[src/rtl/parking_system.sv]
// Gate controller: entrance sensor starts a 4-cycle password window, then the gate
// grants or refuses entry; LEDs blink in the result states and two 7-seg digits show the state.
module parking_system (
  input  logic       clk,
  input  logic       reset_n,
  input  logic       sensor_entrance,
  input  logic       sensor_exit,
  input  logic [1:0] password_1,
  input  logic [1:0] password_2,
  output logic       GREEN_LED,
  output logic       RED_LED,
  output logic [6:0] HEX_1,
  output logic [6:0] HEX_2
);

  typedef enum logic [2:0] {
    IDLE          = 3'd0,
    WAIT_PASSWORD = 3'd1,
    WRONG_PASS    = 3'd2,
    RIGHT_PASS    = 3'd3,
    STOP          = 3'd4
  } state_t;

  localparam logic [6:0] SEG_BLANK = 7'h7F;
  localparam logic [6:0] SEG_E     = 7'b0000110;
  localparam logic [6:0] SEG_N     = 7'b0101011;
  localparam logic [6:0] SEG_G     = 7'b0000010;
  localparam logic [6:0] SEG_O     = 7'b1000000;
  localparam logic [6:0] SEG_S     = 7'b0010010;
  localparam logic [6:0] SEG_P     = 7'b0001100;

  state_t     state, next_state;
  logic [2:0] counter_wait;
  logic       blink;
  logic       pass_ok;

  assign pass_ok = (password_1 == 2'b01) && (password_2 == 2'b10);

  always_comb begin
    next_state = state;
    case (state)
      IDLE:          if (sensor_entrance) next_state = WAIT_PASSWORD;
      WAIT_PASSWORD: if (counter_wait == 3'd3) next_state = pass_ok ? RIGHT_PASS : WRONG_PASS;
      WRONG_PASS:    if (pass_ok) next_state = RIGHT_PASS;
      RIGHT_PASS: begin
        if (sensor_entrance && sensor_exit) next_state = STOP;
        else if (sensor_exit)               next_state = IDLE;
      end
      STOP:          if (pass_ok) next_state = RIGHT_PASS;
      default:       next_state = IDLE;
    endcase
  end

  // reset_n is active-high despite its name
  always_ff @(posedge clk or posedge reset_n) begin
    if (reset_n) begin
      state        <= IDLE;
      counter_wait <= 3'd0;
      blink        <= 1'b0;
    end else begin
      state <= next_state;
      if (state == WAIT_PASSWORD && next_state == WAIT_PASSWORD)
        counter_wait <= (counter_wait < 3'd3) ? counter_wait + 3'd1 : 3'd3;
      else
        counter_wait <= 3'd0;
      // blink restarts at 0 on entry so the first cycle of a blinking state shows LED on
      if (next_state != state || state == IDLE || state == WAIT_PASSWORD)
        blink <= 1'b0;
      else
        blink <= ~blink;
    end
  end

  always_comb begin
    GREEN_LED = 1'b0;
    RED_LED   = 1'b0;
    HEX_1     = SEG_BLANK;
    HEX_2     = SEG_BLANK;
    case (state)
      WAIT_PASSWORD: begin RED_LED = 1'b1;     HEX_1 = SEG_E; HEX_2 = SEG_N; end
      WRONG_PASS:    begin RED_LED = ~blink;   HEX_1 = SEG_E; HEX_2 = SEG_E; end
      RIGHT_PASS:    begin GREEN_LED = ~blink; HEX_1 = SEG_G; HEX_2 = SEG_O; end
      STOP:          begin RED_LED = ~blink;   HEX_1 = SEG_S; HEX_2 = SEG_P; end
      default: ;
    endcase
  end

endmodule

[config.mk]
export PLATFORM = sky130hd
export DESIGN_NAME = parking_system
export DESIGN_NICKNAME = d
export VERILOG_FILES = /design/src/rtl/parking_system.sv
export SDC_FILE = /design/constraint.sdc
export NUM_CORES = 1
export LEC_CHECK = 0
export ABC_AREA = 1
export CORE_AREA = 2 2 39 41
export DETAILED_ROUTE_END_ITERATION = 6
export DIE_AREA = 0 0 41 43
export DONT_BUFFER_PORTS = 1
export PLACE_DENSITY_LB_ADDON = 0.3
export REMOVE_ABC_BUFFERS = 1
export SLEW_MARGIN = 0
export SYNTH_ARGS = -nofsm -noshare
export SYNTH_HDL_FRONTEND = slang
export SYNTH_SLANG_ARGS = --single-unit
[constraint.sdc]
create_clock -name clk -period 1.7 [get_ports clk]
set_input_delay 0.34 -clock clk [delete_from_list [all_inputs] [get_ports clk]]
set_output_delay 0.34 -clock clk [all_outputs]
set_load 0.01 [all_outputs]
### Word-level counts from Yosys, hierarchy flattened

Index checks and enable logic that the tools add are counted.

| word-level totals | value |
|---|---|
| register bits after elaboration | 7 |
| output and inout bits | 16 |

| operators by class | value |
|---|---|
| add/sub/neg operators | 1 |
| $lt $le $gt $ge | 1 |
| equal/unequal tests | 9 |
| mux-type cells | 14 |
| bitwise gates (word level) | 1 |
| reductions and logical operators | 8 |

Operators by type and width:

| cell | number |
|---|---|
| one-hot mux 7 bit (4 select lines) | 1 |
| 2-to-1 mux 3 bit | 7 |
| one-hot mux 7 bit (3 select lines) | 1 |
| one-hot mux 3 bit (4 select lines) | 1 |
| equality test 3 x 2 -> 1 bit (second input constant) | 3 |
| equality test 3 x 1 -> 1 bit (second input constant) | 2 |
| OR reduction 2 bit | 2 |
| adder 3 x 1 -> 3 bit (second input constant) | 1 |
| equality test 3 bit (second input constant) | 1 |
| logical AND 1 bit | 3 |
| logical NOT 3 bit | 1 |
| less-than comparator 3 x 2 -> 1 bit (second input constant) | 1 |
| 2-to-1 mux 1 bit | 3 |
| != test 3 bit | 1 |
| equality test 2 x 1 -> 1 bit (second input constant) | 1 |
| equality test 2 bit (second input constant) | 1 |
| logical OR 1 bit | 2 |
| one-hot mux 1 bit (2 select lines) | 1 |
| NOT 1 bit | 1 |

### Longest topological paths before layout

| depth | value |
|---|---|
| word-level depth | 9 |
| mapped depth | 9 |
| depth with buffers taken out | 9 |

### Worst setup path before layout

OpenSTA, ideal clock, no wires.

| timing | value |
|---|---|
| kind | register to output |
| from | register state[0] |
| to | output port HEX_1[3] |
| arrival time | 1.378 ns |
| slack | -0.018 ns |
| cell stages (with the launch flop) | 5 |
| path buffers | 1 |
| path through | dfrtp_1 > nand3_1 > inv_1 > nor3_1 > buf_4 |

| on the way | value |
|---|---|
| cells in the longest elaborated chain, start to end | 3 |
| elaborated cells between the ends (all ways) | 6 |
| classes of those cells | eq/ne (4); mux (1); reduce/logical (1) |

Ends and longest elaborated chain:

| element | RTL line | text |
|---|---|---|
| from (decl) | 32 | `state_t state, next_state;` |
| from (signal assigned) | 61 | `state <= next_state;` |
| equality test 3 x 1 -> 1 bit / equality test 3 x 2 -> 1 bit (equally long branches) | 79 | `case (state)` |
| OR reduction 2 bit (no source line) | -- |  |
| one-hot mux 7 bit (3 select lines) * | 79 |  |
| to (decl) | 12 | `output logic [6:0] HEX_1,` |

Mark *: on every way between the ends. The rest lies on a longest branch, timed or not.

### Worst setup path in the final report

| timing | value |
|---|---|
| from | register state[1] |
| to | output port HEX_1[6] |

The elaborated chain is that of the path after synthesis.

==> results.cfg <==
[sta]
period_needed_ns = 1.677
layout_setup_ws_ns = 0.02322
rsz0062_at_grt = yes
setup-violations-final = 0
hold_viol = 0
min_period_over_period_pct = 98.63
maxClockFrequency_mhz = 596.4
fin_tns_setup_ns = 0
finClkSkew_ns = 0.004757
slew_violations = 0

[power]
pwr-share-clk_pct = 11.2
p_comb_share_pct = 64.0
switching_power_mw = 0.6597
switching_share_pct = 50.07
power.internal_mw = 0.6578
finalPower_mw = 1.317
power_density_mw_per_mm2 = 2006
pwr-share-seq_pct = 24.8
ir_drop_uv = 784.3
p_leak_nw = 0.3754

[critical_path]
reg2regPathDepth = 8
required_ns = 1.36
crit_path_start_kind = flop
crit_fanout = 7
worstSetupPathType = reg2out
end_kind = output port
cp_data_arrival_time_ns = 1.34

[floorplanning]
fp.coreArea_mm2 = 0.001384
core.rowCount = 14
initial_core_util_pct = 39.96
dieWidth_um = 41
dieArea_mm2 = 0.001763
pin_count = 24
die_h_um = 43

[placement]
place_ws_ns = 0.1524
postPlaceCellArea_um2 = 543.0
io_buffers = 0
hpwlAfterDp_um = 816.5
routabilityCongestion = 0.6936

[logic_synthesis]
ys_warn_count = 0
synth_mux_area_share_pct = 0
synth.distinct_cells = 17
avgSynthCellArea_um2 = 6.584
synth_top_family_by_area = simple AND/OR/NAND/NOR gates
synth_seq_cells = 7
synth-compound-area-share_pct = 5.430
synth_xor_area_share_pct = 0
synth_edf_count = 0
synthesis.area_um2 = 553.0
yosysSeqAreaShare_pct = 31.67
synth_cells = 84
ys_async_sr_fraction_pct = 100.0
synth_top_flop_cell = dfrtp_1
synth_adder_area_share_pct = 4.525
synthSimpleGateAreaFrac_pct = 38.01

[layout]
drive_above_1_share_pct = 28.89
antenna_cells = 0
area_delta_synth_final_pct = 18.78
final_area_um2 = 656.9
fillers = 155
nNetsFinal = 101

[grt]
grt_overflow = 0
track_usage_pct = 15.03
grt_pass1_vias = 430
grt_pass1_wl_mm = 1.731
grt_max_degree = 10
antenna_found_initial = 0

[job]
maxCapViolations = 0

[cts]
cts_buffer_depth = 2
cts_tree = built
cts-root-buf = clkbuf_4
cts.sinks = 7
cts_buffers = 3
clk_transition_reported_paths_ns = 0.05
insertion_delay_ns = 0.25
ctsHtreeMaxLevel = 1

[detailed_routing]
wl_per_cell_um = 10.58
vias_per_cell = 4.811
vias = 510
wirelength_mm = 1.122
drc = 0
firstDrtPassIters = 4
drt_first_iter_violations = 5
ant_nets = 0

[min_path]
hp-class = in2reg
hold_depth = 4

[status]
status = completed
per-stage QoR:
| stage | util (%) | hold WS (ns) | std cells |
|---|---|---|---|
| after floorplan | - | 0.1434 | 77 |
| after global placement | 39.24 | 0.1796 | 96 |
| after detailed placement | 39.24 | 0.1830 | 96 |
| after CTS | 44.03 | 0.3336 | 104 |
| after global routing | 47.47 | 0.3574 | 106 |
| final | 47.47 | 0.3347 | 106 |
path summary, 6_finish.rpt:
path                                 start  slack [ns]               to
min in group asynchronous          reset_n        0.46  counter_wait[2]
setup / recovery                  state[1]        0.02         HEX_1[6]
hold / removal                 sensor_exit        0.33         state[2]
hold reg to reg            counter_wait[0]        0.48  counter_wait[0]
max in group asynchronous          reset_n        1.01         state[0]
setup reg to reg           counter_wait[0]        0.32  counter_wait[0]
layer usage:
layer  global-route usage (%)  vias up  wire length (µm)
li1                         -      261                 -
met1                    17.33      237               477
met2                    23.44       10               579
met3                    1.571        2                55
met4                    12.00        0                10
met5                        0        -                 0
layout make-up:
type	count	area [µm²]	area share, %
clock buffer	4	26.28	4.000
inverter	15	58.81	8.952
multi-input combinational	55	296.5	45.14
sequential	7	177.7	27.05
tap	16	20.02	3.048
timing repair buffer	9	77.57	11.81
cells by family after synthesis:
| kind of cell | count (synthesis) |
|---|---|
| DFF | 7 |
| other | 1 |
| buffers and inverters | 22 |
| adders and majority gates | 2 |
| AOI/OAI and AO/OA | 6 |
| and+or+nand+nor | 46 |
power groups by stage:
stage,registers [mW],logic [mW],clock network (mW)
after floorplan,0.295,0.580,0
after global placement,0.306,0.738,0
after detailed placement,0.309,0.739,0
after CTS,0.310,0.793,0.155
after global routing,0.334,0.964,0.165
final,0.327,0.844,0.147
registers in the layout (all words and copies together), names as in the netlist:
name,cells
counter_wait,3
blink,1
state,3
cells in the mapped netlist, types with 2 or more instances:
| cell | n | area [µm²] |
|---|---|---|
| a21oi_1 | 5 | 25.02 |
| buf_4 | 7 | 52.55 |
| dfrtp_1 | 7 | 175.2 |
| ha_1 | 2 | 25.02 |
| inv_1 | 13 | 48.80 |
| inv_2 | 2 | 7.510 |
| nand2_1 | 20 | 75.07 |
| nand2_2 | 3 | 18.77 |
| nand3_1 | 5 | 25.02 |
| nand3_2 | 2 | 20.02 |
| nor2_1 | 12 | 45.04 |
cells in the final DEF, fill, tap and decap left out:
cell type and n:
conb_1 1, inv_2 1, clkbuf_1 1, nand2_2 3, nor2_1 12, nand2_1 19
nor2_4 1, nand4_1 1, clkbuf_4 3, dlygate4sd3_1 1, inv_1 13, a21oi_1 5
dfrtp_2 2, o21ai_1 1, and2_4 1, dfrtp_1 5, nand3_2 4, inv_4 1
buf_6 2, nand2_4 1, nor3_2 1, ha_1 2, nand3_1 3, buf_4 6
worst max-delay path: stages, from the launching register on:
cell     delay [ns]
dfrtp_2        0.47
nand3_2        0.12
inv_1          0.09
nor3_2         0.22
buf_6          0.19
what timing repair did:
action                                  4_1_cts  5_1_grt
hold buffers                                  1        0
resized for setup                             4        8
setup buffers                                 3        2
endpoints found under the setup margin        6        9
endpoints found under the hold margin         7        0
pin swaps                                     2        2
No activity file was read; power rests on OpenSTA's default activity.
